`config.mk`:
```
export PLATFORM = sky130hd
export DESIGN_NAME = switch_debouncer_flat
export DESIGN_NICKNAME = d
export VERILOG_FILES = /design/src/rtl/io_map_pkg.sv /design/src/rtl/switch_debouncer_if.sv /design/src/rtl/debounce_bit.sv /design/src/rtl/switch_debouncer.sv /design/src/flat_wrapper.sv
export SDC_FILE = /design/constraint.sdc
export NUM_CORES = 1
export LEC_CHECK = 0
export ABC_AREA = 1
export ABC_CLOCK_PERIOD_IN_PS = 3150
export CAP_MARGIN = 20
export CORE_MARGIN = 2
export CORE_UTILIZATION = 55
export CTS_CLUSTER_SIZE = 20
export DETAILED_ROUTE_END_ITERATION = 8
export PLACE_DENSITY = 0.81
export SKIP_LAST_GASP = 1
export SLEW_MARGIN = 5
export SYNTH_ARGS = -nofsm -noshare
export SYNTH_HDL_FRONTEND = slang
export SYNTH_SLANG_ARGS = --single-unit
```
`constraint.sdc`:
```
create_clock -name clk -period 3.15 [get_ports clk]
set_clock_uncertainty 0.05 [all_clocks]
set_input_delay 0.4725 -clock clk [delete_from_list [all_inputs] [get_ports clk]]
set_output_delay 0.4725 -clock clk [all_outputs]
set_load 0.02 [all_outputs]
```
`src/rtl/io_map_pkg.sv`:
```
// Board I/O memory map and switch-conditioning defaults shared by the data
// memory, the address decode and the switch debouncer.
package io_map_pkg;

  localparam logic [31:0] SW_ADDR  = 32'h90;
  localparam logic [31:0] LED_ADDR = 32'h94;

  localparam int SW_WIDTH = 8;

  // 10 ms settle time on the 50 MHz board clock.
  localparam int SYNC_STAGES_DEFAULT     = 2;
  localparam int DEBOUNCE_CYCLES_DEFAULT = 500000;

  function automatic int debounce_cnt_width(input int debounce_cycles);
    return $clog2(debounce_cycles + 1);
  endfunction

endpackage

```
`src/rtl/switch_debouncer_if.sv`:
```
// Switch conditioning bus: raw pins and CPU ack in, clean level, edge pulses
// and sticky change flag out.
interface switch_debouncer_if
  import io_map_pkg::*;
#(
  parameter int WIDTH = SW_WIDTH
);

  logic [WIDTH-1:0] sw_raw;
  logic             ack;
  logic [WIDTH-1:0] sw_stable;
  logic [WIDTH-1:0] sw_rise;
  logic [WIDTH-1:0] sw_fall;
  logic             change_irq;

  modport master (
    output sw_raw,
    output ack,
    input  sw_stable,
    input  sw_rise,
    input  sw_fall,
    input  change_irq
  );

  modport slave (
    input  sw_raw,
    input  ack,
    output sw_stable,
    output sw_rise,
    output sw_fall,
    output change_irq
  );

endinterface

```
`src/rtl/debounce_bit.sv`:
```
// One switch bit: synchronizer chain, mismatch counter and the accepted level
// with its registered rise/fall pulses.
module debounce_bit
  import io_map_pkg::*;
#(
  parameter int SYNC_STAGES     = SYNC_STAGES_DEFAULT,
  parameter int DEBOUNCE_CYCLES = DEBOUNCE_CYCLES_DEFAULT
) (
  input  logic clk,
  input  logic rst_n,
  input  logic sw_raw,
  output logic sw_stable,
  output logic sw_rise,
  output logic sw_fall,
  output logic accept
);

  localparam int                CNT_W    = debounce_cnt_width(DEBOUNCE_CYCLES);
  localparam logic [CNT_W-1:0]  CNT_LAST = CNT_W'(DEBOUNCE_CYCLES - 1);

  logic [SYNC_STAGES-1:0] sync_reg;
  logic [CNT_W-1:0]       cnt_reg;
  logic [CNT_W-1:0]       cnt_next;
  logic                   stable_reg;
  logic                   stable_next;
  logic                   rise_reg;
  logic                   rise_next;
  logic                   fall_reg;
  logic                   fall_next;
  logic                   sync_bit;

  assign sync_bit = sync_reg[SYNC_STAGES-1];

  // The counter only runs while the synchronized input disagrees with the
  // accepted level; any agreeing cycle throws the partial count away.
  always_comb begin
    cnt_next    = cnt_reg;
    stable_next = stable_reg;
    rise_next   = 1'b0;
    fall_next   = 1'b0;
    accept      = 1'b0;
    if (sync_bit == stable_reg) begin
      cnt_next = '0;
    end else if (cnt_reg == CNT_LAST) begin
      accept      = 1'b1;
      cnt_next    = '0;
      stable_next = sync_bit;
      rise_next   = sync_bit;
      fall_next   = ~sync_bit;
    end else begin
      cnt_next = cnt_reg + CNT_W'(1);
    end
  end

  always_ff @(posedge clk) begin
    if (!rst_n) begin
      sync_reg   <= '0;
      cnt_reg    <= '0;
      stable_reg <= 1'b0;
      rise_reg   <= 1'b0;
      fall_reg   <= 1'b0;
    end else begin
      sync_reg   <= {sync_reg[SYNC_STAGES-2:0], sw_raw};
      cnt_reg    <= cnt_next;
      stable_reg <= stable_next;
      rise_reg   <= rise_next;
      fall_reg   <= fall_next;
    end
  end

  assign sw_stable = stable_reg;
  assign sw_rise   = rise_reg;
  assign sw_fall   = fall_reg;

endmodule

```
`src/rtl/switch_debouncer.sv`:
```
// Debounces the slide-switch vector bit by bit and raises a sticky change
// flag that the CPU clears with ack when it reads the switch port.
module switch_debouncer
  import io_map_pkg::*;
#(
  parameter int WIDTH           = SW_WIDTH,
  parameter int SYNC_STAGES     = SYNC_STAGES_DEFAULT,
  parameter int DEBOUNCE_CYCLES = DEBOUNCE_CYCLES_DEFAULT
) (
  input  logic              clk,
  input  logic              rst_n,
  switch_debouncer_if.slave bus
);

  logic [WIDTH-1:0] stable_vec;
  logic [WIDTH-1:0] rise_vec;
  logic [WIDTH-1:0] fall_vec;
  logic [WIDTH-1:0] accept_vec;
  logic             change_irq_reg;
  logic             change_irq_next;

  for (genvar gi = 0; gi < WIDTH; gi++) begin : g_bit
    debounce_bit #(
      .SYNC_STAGES     (SYNC_STAGES),
      .DEBOUNCE_CYCLES (DEBOUNCE_CYCLES)
    ) u_bit (
      .clk       (clk),
      .rst_n     (rst_n),
      .sw_raw    (bus.sw_raw[gi]),
      .sw_stable (stable_vec[gi]),
      .sw_rise   (rise_vec[gi]),
      .sw_fall   (fall_vec[gi]),
      .accept    (accept_vec[gi])
    );
  end

  // A new acceptance beats a simultaneous ack so no change is ever lost.
  always_comb begin
    change_irq_next = change_irq_reg;
    if (|accept_vec) begin
      change_irq_next = 1'b1;
    end else if (bus.ack) begin
      change_irq_next = 1'b0;
    end
  end

  always_ff @(posedge clk) begin
    if (!rst_n) begin
      change_irq_reg <= 1'b0;
    end else begin
      change_irq_reg <= change_irq_next;
    end
  end

  assign bus.sw_stable  = stable_vec;
  assign bus.sw_rise    = rise_vec;
  assign bus.sw_fall    = fall_vec;
  assign bus.change_irq = change_irq_reg;

endmodule

```
`src/flat_wrapper.sv`:
```
// flat-port wrapper written by rule: the top's interface ports become plain ports
module switch_debouncer_flat import io_map_pkg::*;
#(
  parameter int WIDTH           = SW_WIDTH,
  parameter int SYNC_STAGES     = SYNC_STAGES_DEFAULT,
  parameter int DEBOUNCE_CYCLES = DEBOUNCE_CYCLES_DEFAULT
)
  (clk, rst_n, bus_sw_raw, bus_ack, bus_sw_stable, bus_sw_rise, bus_sw_fall, bus_change_irq);
  switch_debouncer_if #(.WIDTH(WIDTH)) bus_i ();
  input  logic clk;
  input  logic rst_n;
  input wire logic [$bits(bus_i.sw_raw)-1:0] bus_sw_raw;
  input wire logic [$bits(bus_i.ack)-1:0] bus_ack;
  output wire logic [$bits(bus_i.sw_stable)-1:0] bus_sw_stable;
  output wire logic [$bits(bus_i.sw_rise)-1:0] bus_sw_rise;
  output wire logic [$bits(bus_i.sw_fall)-1:0] bus_sw_fall;
  output wire logic [$bits(bus_i.change_irq)-1:0] bus_change_irq;
  assign bus_i.sw_raw = bus_sw_raw;
  assign bus_i.ack = bus_ack;
  assign bus_sw_stable = bus_i.sw_stable;
  assign bus_sw_rise = bus_i.sw_rise;
  assign bus_sw_fall = bus_i.sw_fall;
  assign bus_change_irq = bus_i.change_irq;
  switch_debouncer #(.WIDTH(WIDTH), .SYNC_STAGES(SYNC_STAGES), .DEBOUNCE_CYCLES(DEBOUNCE_CYCLES)) u_core (.clk(clk), .rst_n(rst_n), .bus(bus_i));
endmodule
```
After elaboration in Yosys (flattened, before gate mapping)
Index checks and enable logic that the tools add are counted.
Operators by class
  $add $sub $neg: 8
  eq/ne operators: 16
  multiplexer cells: 18
  bitwise operators: 25
  reductions and logical operators: 26
Operators by type and width (count)
  adder 19 x 1 -> 19 bit (second input constant): 8
  == test 19 bit (second input constant): 8
  OR reduction 3 bit: 16
  NOT 1 bit: 25
  two-way mux 1 bit: 18
  AND reduction 2 bit: 8
  == test 1 bit: 8
  OR reduction 8 bit: 1
  nonzero test 2 bit: 1
Word-level totals
  bits in registers: 193
  output and inout port bits: 25

Logic depth before layout (Yosys ltp)
  word-level depth: 5
  mapped depth: 10
  depth with buffers taken out: 10

Cells and area by module
From an unflattened synthesis, not the netlist that was laid out.
Second synthesis, totals
  cells, all modules: 1387
  area, all modules: 9989.6 µm²
By module, submodules not included
  debounce_bit at u_core.g_bit[0].u_bit ...: instances 7, cells an instance 172, area each 1241.2 µm², sequential area each 480.5 µm²
  debounce_bit at u_core.g_bit[4].u_bit: instances 1, cells an instance 171, area each 1238.7 µm², sequential area each 480.5 µm²
  switch_debouncer: instances 1, cells an instance 12, area each 62.6 µm², sequential area each 20.0 µm²

Worst setup path after synthesis
Ideal clock, no wire load.
  kind: reg-to-reg
  from: register u_core.g_bit[6].u_bit.cnt_reg[0]
  to: register u_core.g_bit[6].u_bit.cnt_reg[0]
  library setup time: 0.120 ns
  data arrival time: 1.454 ns
  required time: 2.980 ns
  path slack: 1.526 ns
  stages on the path, launching flop included: 10
  clock period less this slack: 1.624 ns
  path through: dfxtp_1 -> ha_1 -> nand2_1 -> nor2_1 -> nand3_1 -> nor2_2 -> nor2_2 -> inv_2 -> buf_6 -> nor2_1
Between the ends
  cells in the longest elaborated chain, start to end: 2
RTL lines
  start, declared: line debounce_bit.sv:22  | logic [CNT_W-1:0] cnt_reg;
  start signal, assigned: line debounce_bit.sv:64  | cnt_reg <= cnt_next;
  parallel branches: the longest is 2 deep, another holds adder 19 x 1 -> 19 bit
Several ways; the timed one is not identified.
A chain may end at the register's enable or synchronous reset.

Final worst setup path
  from: register u_core.g_bit[7].u_bit.cnt_reg[0]
  to: register u_core.g_bit[7].u_bit.cnt_reg[12]
Between the ends
  cells in the longest elaborated chain, start to end: 2
RTL lines (line)
  start, declared: debounce_bit.sv:22
  start signal, assigned: debounce_bit.sv:64
  parallel branches: the longest is 2 deep, another holds adder 19 x 1 -> 19 bit
Several ways; the timed one is not identified.

==> results.cfg <==
[route]
wl_um = 18500
dr.pass1.iters = 5
initialDrtViolationCount = 439
drc = 0
post_drt_via_cell_ratio = 5.12
wl_per_cell_um = 11.9
vias = 7956
drt.antenna.violating_nets = 0

[setup_path]
path_max_fanout = 14
end_kind = register
critPathKind = reg2reg
cp-start-kind = register
r2r_setup_slack_ns = 1.15
crit_required_ns = 3.42
arrival_ns = 2.27

[cells_and_area]
finalNonFillerCells = 1555
n_antenna_cell = 0
final_util_pct = 62.1
nets = 1342
largest_reg_flops = 152
layout-drive-gt1-share_pct = 7.49
area_growth_pct = 10.6

[synthesis]
synth-adder-area-share_pct = 1.08
synth_compound_area_share_pct = 4.42
synth-xor-area-share_pct = 5.18
yosysSeqAreaShare_pct = 41.5
synth_edf_count = 0
syn_nets = 1325
synth_area_sq_um = 9300
syn_inst = 1306
synth-seq-cells = 193
yosys_warnings = 0
synth-simple-area-share_pct = 37.0
yosysUniqueCellTypes = 42
avgSynthCellArea_sq_um = 7.12
synth_top_family_by_area = simple AND/OR/NAND/NOR gates
synth_mux_area_share_pct = 0
synthArstFlopShare_pct = 0
ys.flop_type = dfxtp_1

[timing]
fmax_mhz = 499
tightest_slew_ns = 0.586
hold_viol = 0
finalSetupTns_ns = 0
slew-limit-headroom_pct = 60.8
final_max_slew_viol_count = 0
fin_ws_ns = 1.15
timing.final.crit_share_pct = 63.6
rsz0062_at_grt = no
period_needed_ns = 2.00
setup_viol = 0

[cts]
holdBufCountCts = 0
clk_latency_ns = 0.44
cts_tree = done
postCtsResizedCells = 0
path_clk_slew_ns = 0.07
cts-root-buf = clkbuf_16
h-tree-depth = 4
cts_sinks = 193
cts_setup_buffers = 0
clockBufferDepth = 2
cts_buffers = 17

[pwr]
pwr_density_cell_nw_per_um2 = 469
leakage_uw = 0.00380
vdd_ir_drop_max_uv = 512
power_uw = 4830

[run_status]
status = completed

[floorplanning]
fp.dieW_um = 134
core_sq_um = 16600
fp.dieH_um = 134
initial_core_util_pct = 56.1
dieArea_sq_um = 18000
io_pins = 36
row_count = 47

[placed_design]
dp_cells = 1524
dpl_worst_slack_ns = 1.19
place_congestion = 0.913
io_buffers = 35
place.detailed.hpwl_um = 13100

[grt]
grt_usage_pct = 21.7
grt_pass1_vias = 7557
grt_max_degree = 25
grt-ovfl-total = 0
grt_antenna_before_repair = 0
grt_pass1_wl_um = 32400

[flow_run]
drv_cap = 0

[hold_path]
hp-class = in2reg
## critical path, stage by stage (launching register included)
cell and delay (ns):
dfxtp_1 0.40, ha_1 0.24, nand3_2 0.14, nor2_1 0.17, nand3_1 0.09, nand2_1 0.38, inv_1 0.21, o21ai_0 0.13
a21oi_1 0.06
## per-stage QoR
step,hold slack (ns),area (sq um)
final,0.353,10300
after CTS,0.346,10300
after global routing,0.367,10300
after detailed placement,0.345,9660
after floorplan,0.340,9300
after global placement,0.342,9660
## where the power goes
part,internal (uW),leakage (uW),total (uW),switching [uW]
sequential,2450,0.00156,2460,6.40
combinational,23.4,0.00194,68.4,45.0
clock,1370,0.000302,2300,934
total,3850,0.00380,4830,985
## kinds of logic (layout without fill, tap and decap cells)
family	Yosys count	after routing
buffers and inverters	232	261
AO/OA/AOI/OAI	74	74
adder cells (fa/ha/maj)	8	8
XOR/XNOR	55	55
flip-flops	193	193
AND/OR/NAND/NOR	744	744
## cells in the final DEF (no fill, tap or decap), types with 10 or more instances in the layout
cell type	n
nand2_1	277
nor2_1	193
dfxtp_1	193
inv_1	191
nand3_1	80
nor3_1	63
xor2_1	43
a21oi_1	41
nand4_1	36
clkdlybuf4s50_1	34
or2_2	17
clkbuf_16	17
nor2_2	15
o21ai_0	15
xnor2_1	12
nor4_1	10
## layer usage
metal | global-route usage [%] | vias up | part of all wire (%)
li1 | - | 4128 | -
met1 | 27.3 | 3616 | 46
met2 | 36.4 | 179 | 47
met3 | 4.80 | 33 | 4.8
met5 | 0 | - | 0
met4 | 8.54 | 0 | 2.2
## Yosys cell counts (all sizes together) (8+ instances only)
| cell | instances | area, sq um |
|---|---|---|
| nor3b | 9 | 67.6 |
| nor3 | 72 | 412 |
| xor2 | 43 | 377 |
| nand3 | 86 | 460 |
| nand4 | 37 | 238 |
| inv | 194 | 728 |
| xnor2 | 12 | 105 |
| nor4 | 12 | 87.6 |
| nand2 | 284 | 1090 |
| o21ai | 18 | 90.1 |
| or2 | 20 | 125 |
| dfxtp | 193 | 3860 |
| a21oi | 41 | 205 |
| buf | 35 | 263 |
| nor2 | 215 | 897 |
| ha | 8 | 100 |
## area by class of cell
type | instances | area [sq um]
Clock inverter | 12 | 183
Tap cell | 220 | 275
Inverter | 194 | 728
Clock buffer | 19 | 453
Timing Repair Buffer | 36 | 353
Multi-Input combinational cell | 881 | 4440
Sequential cell | 193 | 3860
Fill cell | 1462 | 6290
## final timing paths
| path | startpoint | end | cells past startpoint |
|---|---|---|---|
| worst max-delay path | u_core.g_bit[7].u_bit.cnt_reg[0]$_SDFF_PP0_ | u_core.g_bit[7].u_bit.cnt_reg[12]$_SDFF_PP0_ | 8 |
| worst min-delay path | rst_n | u_core.g_bit[7].u_bit.sync_reg[1]$_SDFF_PN0_ | 3 |
| worst max register to register | u_core.g_bit[7].u_bit.cnt_reg[0]$_SDFF_PP0_ | u_core.g_bit[7].u_bit.cnt_reg[12]$_SDFF_PP0_ | 8 |
| worst min register to register | u_core.g_bit[7].u_bit.sync_reg[0]$_SDFF_PN0_ | u_core.g_bit[7].u_bit.sync_reg[1]$_SDFF_PN0_ | 2 |
(Power assumes the default switching activity.)
